## config.mk

```make
export PLATFORM = sky130hd
export DESIGN_NAME = unit_share_arb
export DESIGN_NICKNAME = d
export VERILOG_FILES = /design/src/rtl/unit_share_arb.sv
export SDC_FILE = /design/constraint.sdc
export NUM_CORES = 1
export LEC_CHECK = 0
export ABC_CLOCK_PERIOD_IN_PS = 2800
export BUFFER_PORTS_ARGS = -buffer_cell sky130_fd_sc_hd__buf_2
export CAP_MARGIN = 10
export CORE_AREA = 2 2 39 41
export DETAILED_ROUTE_END_ITERATION = 16
export DIE_AREA = 0 0 41 43
export PLACE_DENSITY = 0.68
export SLEW_MARGIN = 10
export SYNTH_ARGS = -nofsm -noshare
export SYNTH_HDL_FRONTEND = slang
export SYNTH_SLANG_ARGS = --single-unit
```

## constraint.sdc

```tcl
create_clock -name clk -period 2.8 [get_ports clk]
set_input_delay 0.56 -clock clk [delete_from_list [all_inputs] [get_ports clk]]
set_output_delay 0.56 -clock clk [all_outputs]
set_load 0.01 [all_outputs]
```

## src/rtl/unit_share_arb.sv

```systemverilog
`default_nettype none
// +--------------------------------------------------------------------------+
// | Module      : unit_share_arb                                             |
// | Description : Round-robin arbiter that shares one multi-cycle execution  |
// |               unit among N = 1<<LG_N requesters. One grant per           |
// |               operation; the owner is tracked while the unit is busy and |
// |               the unit's completion is routed back as a one-cycle        |
// |               rsp_valid pulse.                                           |
// | Optional    : ARB_WATCHDOG_EN - adds a BUSY watchdog (BUSY_MAX cycles)   |
// |               that abandons the owner and pulses timeout on expiry.      |
// | Ports       : clk, rst (sync, active-high)                               |
// |               req[N]       level requests, held until granted            |
// |               unit_ready   unit accepts a start this cycle               |
// |               unit_done    one-cycle completion pulse from the unit      |
// |               gnt[N]       one-hot grant pulse (with unit_start)         |
// |               gnt_id       {0,idx} on a grant, all ones otherwise        |
// |               unit_start   start pulse to the unit                       |
// |               rsp_valid[N] one-hot completion pulse to the owner         |
// |               busy         high while an operation is outstanding        |
// |               err          sticky: unit_done seen while not busy         |
// |               timeout      watchdog expiry pulse (0 without the macro)   |
// | Revision    : 1.0  initial release                                       |
// +--------------------------------------------------------------------------+
module unit_share_arb #(
  parameter int LG_N     = 2,
  parameter int BUSY_MAX = 64
) (
  input  logic                clk,
  input  logic                rst,
  input  logic [(1<<LG_N)-1:0] req,
  input  logic                unit_ready,
  input  logic                unit_done,
  output logic [(1<<LG_N)-1:0] gnt,
  output logic [LG_N:0]       gnt_id,
  output logic                unit_start,
  output logic [(1<<LG_N)-1:0] rsp_valid,
  output logic                busy,
  output logic                err,
  output logic                timeout
);

  localparam int c_n = 1 << LG_N;

  typedef enum logic [0:0] {
    ST_IDLE = 1'b0,
    ST_BUSY = 1'b1
  } state_t;

  state_t          r_state;
  state_t          w_state_nx;
  logic [LG_N-1:0] r_ptr;
  logic [LG_N-1:0] w_ptr_nx;
  logic [LG_N-1:0] r_owner;
  logic [LG_N-1:0] w_owner_nx;
  logic            r_err;
  logic            w_err_nx;
  logic [LG_N-1:0] w_win;
  logic            w_win_vld;
  logic [LG_N-1:0] w_idx;
  logic            w_wd_expire;

  // Elaboration-time range check on the watchdog limit.
  generate
    if (BUSY_MAX < 2 || BUSY_MAX > 65535) begin : g_chk_busy_max
      $error("unit_share_arb: BUSY_MAX must be in 2..65535");
    end
  endgenerate

  // Round-robin search: first set request starting at r_ptr. The LG_N-bit
  // add wraps naturally, giving the mod-N search order.
  always_comb begin
    w_win     = '0;
    w_win_vld = 1'b0;
    w_idx     = '0;
    for (int k = 0; k < c_n; k++) begin
      w_idx = r_ptr + LG_N'(k);
      if (!w_win_vld && req[w_idx]) begin
        w_win     = w_idx;
        w_win_vld = 1'b1;
      end
    end
  end

`ifdef ARB_WATCHDOG_EN
  logic [15:0] r_wd_cnt;

  assign w_wd_expire = (r_state == ST_BUSY) && !unit_done &&
                       (r_wd_cnt == 16'(BUSY_MAX - 1));

  // Cleared on the grant (entry to BUSY), counts BUSY cycles without done.
  always_ff @(posedge clk) begin
    if (rst) begin
      r_wd_cnt <= '0;
    end else if (unit_start) begin
      r_wd_cnt <= '0;
    end else if (r_state == ST_BUSY && !unit_done) begin
      r_wd_cnt <= r_wd_cnt + 16'd1;
    end
  end
`else
  assign w_wd_expire = 1'b0;
`endif

  always_comb begin
    w_state_nx = r_state;
    w_ptr_nx   = r_ptr;
    w_owner_nx = r_owner;
    gnt        = '0;
    gnt_id     = '1;
    unit_start = 1'b0;
    rsp_valid  = '0;
    busy       = 1'b0;
    timeout    = 1'b0;
    // A done with no operation outstanding is a protocol error.
    w_err_nx   = r_err | (unit_done && (r_state != ST_BUSY));

    case (r_state)
      ST_IDLE: begin
        if (w_win_vld && unit_ready) begin
          gnt[w_win] = 1'b1;
          gnt_id     = {1'b0, w_win};
          unit_start = 1'b1;
          w_owner_nx = w_win;
          w_ptr_nx   = w_win + LG_N'(1);
          w_state_nx = ST_BUSY;
        end
      end
      ST_BUSY: begin
        busy = 1'b1;
        // A done in the expiry cycle takes priority over the watchdog.
        if (unit_done) begin
          rsp_valid[r_owner] = 1'b1;
          w_state_nx         = ST_IDLE;
        end else if (w_wd_expire) begin
          timeout    = 1'b1;
          w_state_nx = ST_IDLE;
        end
      end
      default: begin
        w_state_nx = ST_IDLE;
      end
    endcase
  end

  always_ff @(posedge clk) begin
    if (rst) begin
      r_state <= ST_IDLE;
      r_ptr   <= '0;
      r_owner <= '0;
      r_err   <= 1'b0;
    end else begin
      r_state <= w_state_nx;
      r_ptr   <= w_ptr_nx;
      r_owner <= w_owner_nx;
      r_err   <= w_err_nx;
    end
  end

  assign err = r_err;

  a_gnt_onehot: assert property (@(posedge clk) disable iff (rst) $onehot0(gnt));
  a_rsp_onehot: assert property (@(posedge clk) disable iff (rst) $onehot0(rsp_valid));
  a_gnt_req:    assert property (@(posedge clk) disable iff (rst)
                                 (|gnt) |-> req[gnt_id[LG_N-1:0]]);

endmodule
`default_nettype wire

```

; ---- Yosys cells after proc, flatten, opt, wreduce, memory -nomap -nowiden
; Cells that the tools add are included.
[word_totals]
wordCells = 60
latch_bits = 0
mem_bits_rw = 0
mem_bits_ro = 0
out_inout_bits = 15
regBits = 6
in_bits = 8
memories = 0
[op_classes]
bitwise_logic = 2
muxes = 31
mul = 0
n_div = 0
reduce_logical = 11
n_eq_ne = 0
add_sub_neg = 4
magnitude_cmp = 8
shift = 0
[op_table]
columns = operator, n
row1 = $lt A2 B3 Y1 const B, 6
row2 = $mux W4, 4
row3 = $mux W1, 14
row4 = $bmux W1 S2, 4
row5 = $mux W2, 4
row6 = $logic_and A1 B1 Y1, 7
row7 = $mux W3, 2
row8 = $add A2 B1 Y2 const B, 2
row9 = $add A2 B2 Y2 const B, 2
row10 = $demux W1 S2, 2
row11 = $ge A2 B1 Y1 const B, 2
row12 = $logic_not A1 Y1, 3
row13 = $pmux W1 S2, 1
row14 = $reduce_and A2 Y1, 1
row15 = $not A1 Y1, 1
row16 = $or A1 B1 Y1, 1

; ---- Depth between registers and ports, before layout
; Gate-level depths: netlist of the first run.
[logic_depth]
depth_word = 18
mapped_depth = 5
ltp_nobuf = 5

; ---- Least setup slack after synthesis of the first run
; No wires, ideal clock.
[synth_timing]
kind = input to output
from = input port req[2]
to = output port gnt[0]
n_path_buf = 0
t_arrival_ns = 1.660
slack_ns = 0.580
t_required_ns = 2.240
cell_stages = 5
path_cell_list = or4_1 > nand3_1 > inv_2 > nand2b_1 > nor2_1
[synth_between]
elab_chain_cells = 18
elab_cells_between_ends = 30
cone_classes = order compare (2) / mux (20) / reduce/logical (8)
[synth_rtl]
columns = item, line_no
row1 = start: declaration, 30  ; input logic [(1<<LG_N)-1:0] req,
row2 = $bmux W1 S2, 77  ; if (!w_win_vld && req[w_idx]) begin
row3 = $mux W1 (implied by the code), 77
row4 = $mux W1, 77
row5 = $logic_not A1 Y1, 77
row6 = $logic_and A1 B1 Y1, 77
row7 = $mux W1, 77
row8 = $logic_not A1 Y1, 77
row9 = $logic_and A1 B1 Y1, 77
row10 = [... 2 more ...], -
row11 = $logic_and A1 B1 Y1, 77
row12 = $mux W2, 77
row13 = $lt A2 B3 Y1 (implied by the code) or $ge A2 B1 Y1 (tied branches), 120  ; gnt[w_win] = 1'b1;
row14 = $logic_and A1 B1 Y1 (implied by the code), 120
row15 = $mux W1 (implied by the code), 120
row16 = $demux W1 S2, 120
row17 = $mux W4 *, 119  ; if (w_win_vld && unit_ready) begin
row18 = $mux W4 *, 117  ; case (r_state)
row19 = end: declaration, 33  ; output logic [(1<<LG_N)-1:0] gnt,
; Mark *: on every way between the ends. The rest lies on a longest branch, timed or not. The select of a mux whose other input is x is not followed.

; ---- Worst setup path after layout of the first run
[layout_timing]
from = input port req[2]
to = output port gnt[2]
; Same word-level chain as after synthesis.

==> results by group, run 1 <==
Hold path
  • Hold/Removal Path Class: reg2reg

Timing
  • Final Hold Fails: 0
  • Slew Viols, Final: 0
  • Finish-stage setup viols: 0
  • Min Tclk post-route: approximately 2.3 ns
  • Final period util: 0.835
  • Setup TNS: 0 ns
  • Hold slack: 0.470 ns
  • RSZ-0062 raised after global routing: false
  • Maximum operating frequency: 0.428 GHz
  • Clock Skews: 0.00609 ns

Logic synthesis
  • #FFs+latches synth: 6
  • YS warnings: 0
  • Post-synth top area cell: dfxtp_1
  • Post-Syn Area per Cell: 7.58 um^2
  • Sequential element share of the synthesized area: 0.311
  • Cell variety after synth: 23
  • Mapped Area: roughly 390 um^2
  • Cell count after synthesis: 51
  • Syn nets: 59
  • Yosys top cell area share: 0.311
  • Top post-synthesis cells by area: dfxtp_1 31%, nor2_1 9.7%, a221oi_4 6.8%

Setup path
  • Peak per-stage delay on the critical path: between 0.5 and 0.6 ns
  • Arrival @ worst endpoint: 1.78 ns
  • Crit start category: input pin
  • Data required time of the worst path: 2.24 ns
  • Most used cell, CP: buf_2
  • Critical Path Sink Type: output port
  • Worst path slowest cell: or4_1
  • WS Path Type: in2out
  • CP Cell Sequence: buf_2, or4_1, nand3_1, inv_2, nand2b_1, nor2_1, buf_2
  • Peak fanout along the critical path: 9

Floorplanning
  • Die area: 1760 um^2
  • Core Area: 1380 um^2
  • # rows: 14
  • Die height: 43 um
  • I/O pin count: 23
  • Starting Density: 0.279
  • Horiz. Die Dim: 41 um

Routing
  • Pre-antenna DRT Iters: 3
  • Antenna-violating nets left: 0
  • DR WL/cell: 9.82 um
  • WL final: between 800 and 900 um
  • DR vias: 421
  • Post-route DRC violation count: 0
  • DRT iter0 DRCs: 9
  • Per-cell via count in the routed design: 4.68

Clock tree
  • Clock slew seen by the registers of the worst setup and hold paths: roughly 0.040 ns
  • Post-CTS Setup Bufs: 0
  • CTS Buffer Depth: 2
  • Max H-tree Level: 1
  • Root Driver: clkbuf_4
  • Clock sinks: 6
  • Clock buffer count from CTS: 3
  • # resized after CTS: 0
  • Worst-skew pair later-pin latency: 0.24 ns
  • CTS tree: built
  • CTS hold repair buffers: 0

Place
  • Cell Area, Placed: 504 um^2
  • Final estimated routing congestion in global placement: 0.738
  • IO Port Bufs: 21
  • DP HPWL: 701 um
  • Post-Place Cells: slightly below 90

Global route
  • Largest net degree at the start of global routing: 10
  • Initial antenna violation count: 0
  • Vias in the first global route: 356
  • Total Routing Usage GR: 0.115
  • Congestion Overflow GR: 0
  • Global-route wire length before repair: 1390 um

Power
  • Total power draw: 261 uW
  • Power Density: 496 nW/um^2
  • Max VDD drop: 0.165 mV
  • P_leak: 0.000255 uW

Status
  • Outcome: complete, no violations

Cells and area
  • Area growth, synth to finish: 36.2%
  • Commonest non-fill, non-tap cell in the layout: buf_2
  • Most frequent cells in the layout: 21 x buf_2, 10 x nor2_1, 6 x dfxtp_1, 5 x a21oi_1, 5 x nand2_1
  • Total Nets Final: 84
  • Post-route cell area: about 530 um^2
  • Ant diodes: 0
  • Non-Filler Instances: 90
  • Share of post-route cells with drive strength above 1: 0.378

Job
  • Max cap viols: 0
worst paths after layout:
path / start / slack, ns / cells after the start / end
worst max register to register: r_ptr[1]$_SDFFE_PP0P_ / 1.30 / 4 / r_ptr[1]$_SDFFE_PP0P_
worst min-delay path: err$_SDFF_PP0_ / 0.47 / 2 / err$_SDFF_PP0_
worst min register to register: err$_SDFF_PP0_ / 0.47 / 2 / err$_SDFF_PP0_
worst max-delay path: req[2] / 0.46 / 7 / gnt[2]
Yosys cell counts:
| cell | instances |
|---|---|
| o22a_1 | 1 |
| xnor2_1 | 1 |
| a211oi_2 | 1 |
| a211oi_1 | 1 |
| o21ai_0 | 1 |
| inv_2 | 1 |
| nand3_1 | 2 |
| inv_1 | 4 |
| nand2b_1 | 2 |
| nor2_1 | 10 |
| buf_4 | 1 |
| nor3b_1 | 1 |
| o21a_1 | 1 |
| nand2_1 | 5 |
| mux2_4 | 1 |
| conb_1 | 1 |
| o22ai_1 | 1 |
| nor3_1 | 2 |
| a21oi_1 | 5 |
| or4_1 | 1 |
| mux2i_1 | 1 |
| a221oi_4 | 1 |
| dfxtp_1 | 6 |
through the flow:
| stage | setup WS [ns] | utilization |
|---|---|---|
| floorplan | 0.580 | - |
| global placement | 0.475 | 0.364 |
| detailed placement | 0.463 | 0.364 |
| CTS | 0.456 | 0.381 |
| global route | 0.352 | 0.381 |
| finish | 0.462 | 0.381 |
layer usage:
layer	GRT usage	up-vias	part of all wire
met4	0.0800	0	0.018
met1	0.139	188	0.44
met5	0	-	0
li1	-	221	-
met3	0.0314	2	0.034
met2	0.166	10	0.50
registers in the layout, summed over array words and instances, names as in the netlist:
register,flops
r_owner,2
r_ptr,2
r_state,1
err,1
logic make-up after synthesis:
kind of cell           Yosys count  share of synthesized area
AND/OR/NAND/NOR                 23                      0.269
AO/OA/AOI/OAI                   12                      0.256
flip-flops                       6                      0.311
buffers and inverters            6                     0.0679
multiplexers                     2                     0.0647
XOR/XNOR                         1                     0.0227
other                            1                    0.00970
layout make-up:
cell class                 instances  area (um^2)
fill                             151          857
sequential                         6          120
timing repair buffer              21          105
multi-input combinational         39          240
tap                               16         20.0
inverter                           5         18.8
clock buffer                       3         22.5
power breakdown:
part	switching (uW)	leakage (uW)	total [uW]	internal, uW
sequential	8.16	0.0000496	102	93.6
clock	28.5	0.0000138	76.8	48.3
combinational	46.1	0.000192	82.4	36.2
critical path, delay by kind of cell:
family | cells | cell delay, ns
buf+inv | 3 | 0.37
simple gates | 4 | 0.85
Note: power is estimated with default switching activity, not from simulation.
==> run 2, diff against run 1 <==
--- a/config.mk
+++ b/config.mk
@@ -5,7 +5,7 @@
 export SDC_FILE = /design/constraint.sdc
 export NUM_CORES = 1
 export LEC_CHECK = 0
-export ABC_CLOCK_PERIOD_IN_PS = 2800
+export ABC_CLOCK_PERIOD_IN_PS = 2400
 export BUFFER_PORTS_ARGS = -buffer_cell sky130_fd_sc_hd__buf_2
 export CAP_MARGIN = 10
 export CORE_AREA = 2 2 39 41
==> constraint.sdc (replaced) <==
create_clock -name clk -period 2.4 [get_ports clk]
set_input_delay 0.48 -clock clk [delete_from_list [all_inputs] [get_ports clk]]
set_output_delay 0.48 -clock clk [all_outputs]
set_load 0.01 [all_outputs]
==> run 2 against run 1 <==
  * Core utilization unchanged
  * Largest cell class unchanged
  * Sequential share of layout area unchanged
  * Clock power up 18%
  * Largest power group unchanged
  * Wire length down 3.6%
  * Final area unchanged
  * Highest routed layer is now met3
==> results by group, run 2 (synthesized netlist as in run 1, its figures left out) <==
Power
  • P_leak: 0.000255 uW (unchanged)
  • Comb pwr share: 0.315 (about the same)
  • Clock Power Share: 0.297 (+0.003)
  • Sequential share of power: 0.387 (-0.003)
  • Cell Int Power: 208 uW (+17%)
  • Power Density: 580 nW/um^2 (+17%)
  • Max VDD drop: 0.303 mV (+83%)
  • Total power draw: 305 uW (+17%)
  • Switching power: 97.4 uW (+18%)
  • Sw Share: 0.319 (+0.00159)

Routing
  • Met1 Wirelength: 393 um (+0.26%)
  • Max Used Layer: met3
  • DR WL met2: 431 um (-3.1%)
  • Post-route DRC violation count: 0 (unchanged)
  • WL final: 852 um (-3.6%)
  • DR vias: 418 (-0.71%)
  • Detailed-routed wire length on met3: 27 um (-10%)
  • Pre-antenna DRT Iters: 3 (unchanged)
  • Antenna-violating nets left: 0 (unchanged)
  • DRT iter0 DRCs: 4 (-5)
  • Per-cell via count in the routed design: 4.64 (-0.71%)
  • DR WL/cell: 9.47 um (-3.6%)

Clock tree
  • CTS tree: built
  • # resized after CTS: 0 (unchanged)
  • CTS hold repair buffers: 0 (unchanged)
  • Clock sinks: 6 (unchanged)
  • Clock buffer count from CTS: 3 (unchanged)
  • Max H-tree Level: 1 (unchanged)
  • Worst-skew pair later-pin latency: 0.24 ns (about the same)
  • Post-CTS Setup Bufs: 0 (unchanged)
  • CTS Buffer Depth: 2 (unchanged)
  • Clock slew seen by the registers of the worst setup and hold paths: 0.04 ns (about the same)
  • Root Driver: clkbuf_4

Cells and area
  • Post-route cell area: 527 um^2 (unchanged)
  • Most frequent cells in the layout: 21 x buf_2, 10 x nor2_1, 6 x dfxtp_1, 5 x a21oi_1, 5 x nand2_1
  • Commonest non-fill, non-tap cell in the layout: buf_2
  • Largest regs: r_owner x2, r_ptr x2
  • Ant diodes: 0 (unchanged)
  • Total Nets Final: 84 (unchanged)
  • Share of post-route cells with drive strength above 1: 0.378 (unchanged)
  • Area growth, synth to finish: 36.2% (unchanged)

Job
  • Max cap viols: 0 (unchanged)

Global route
  • Largest net degree at the start of global routing: 10 (unchanged)
  • Total Routing Usage GR: 0.117 (+0.00224)
  • Congestion Overflow GR: 0 (unchanged)
  • Global-route wire length before repair: 1410 um (+1.0%)
  • Initial antenna violation count: 0 (unchanged)
  • Vias in the first global route: 369 (+3.7%)

Setup path
  • Crit start category: input pin
  • Data required time of the worst path: 1.92 ns (-0.32 ns)
  • Critical Path Sink Type: output port
  • Arrival @ worst endpoint: 1.75 ns (-0.03 ns)
  • WS Path Type: in2out
  • Peak fanout along the critical path: 9 (unchanged)

Timing
  • Slew Viols, Final: 0 (unchanged)
  • Setup TNS: 0 ns (unchanged)
  • Final period util: 0.928
  • Min Tclk post-route: 2.23 ns
  • RSZ-0062 raised after global routing: false
  • Hold slack: 0.462 ns (-0.00749 ns)
  • Finish-stage setup viols: 0 (unchanged)
  • Maximum operating frequency: 0.449 GHz
  • Clock Skews: 0.00288 ns (-0.00321 ns)
  • Final Hold Fails: 0 (unchanged)

Floorplanning
  • # rows: 14 (unchanged)
  • Die area: 1760 um^2 (unchanged)
  • I/O pin count: 23 (unchanged)
  • Die height: 43 um (unchanged)
  • Starting Density: 0.279 (unchanged)
  • Horiz. Die Dim: 41 um (unchanged)
  • Core Area: 1380 um^2 (unchanged)

Place
  • IO Port Bufs: 21 (unchanged)
  • DP HPWL: 685 um (-2.2%)
  • Cell Area, Placed: 504 um^2 (unchanged)
  • Final estimated routing congestion in global placement: 0.788 (+6.9%)

Hold path
  • Hold/Removal Path Class: reg2reg

Status
  • Outcome: complete, no violations
## run 2: per-layer routing
| layer | vias up | track usage |
|---|---|---|
| met5 | - | 0 |
| met4 | 0 | 0.0600 |
| met3 | 0 | 0.0314 |
| met2 | 8 | 0.166 |
| met1 | 187 | 0.156 |
| li1 | 223 | - |
## run 2: critical path, stage by stage
cell	delay [ns]
buf_2	0.11
or4_1	0.55
nand3_1	0.18
inv_2	0.12
nand2b_1	0.12
nor2_1	0.04
buf_2	0.14
## run 2: metrics by stage
step	utilization	std cells	worst slack, ns
5_1_grt	0.381	90	0.0842
3_3_place_gp	0.364	87	0.178
2_1_floorplan	-	51	0.340
4_1_cts	0.381	90	0.173
3_5_place_dp	0.364	87	0.179
6_report	0.381	90	0.173
## run 2: final timing paths
kind                    startpoint  depth (start not counted)  slack (ns)                     to
max reg2reg  r_ptr[1]$_SDFFE_PP0P_                          4        0.91  r_ptr[1]$_SDFFE_PP0P_
min reg2reg         err$_SDFF_PP0_                          2        0.46         err$_SDFF_PP0_
max                         req[2]                          7        0.17                 gnt[2]
min                 err$_SDFF_PP0_                          2        0.46         err$_SDFF_PP0_
## run 2: layout make-up
| cell class | count | area (um^2) |
|---|---|---|
| clock buffer | 3 | 22.5 |
| fill | 145 | 857 |
| inverter | 5 | 18.8 |
| multi-input combinational | 39 | 240 |
| sequential | 6 | 120 |
| tap | 16 | 20.0 |
| timing repair buffer | 21 | 105 |
## run 2: power groups by stage
stage / Clock [uW] / Combinational (uW) / Sequential, uW
after floorplan: 0 / 65.6 / 120
after global placement: 0 / 95.1 / 120
after detailed placement: 0 / 96.9 / 120
after CTS: 92.7 / 97.3 / 118
after global routing: 98.8 / 108 / 120
final: 90.8 / 96.2 / 118
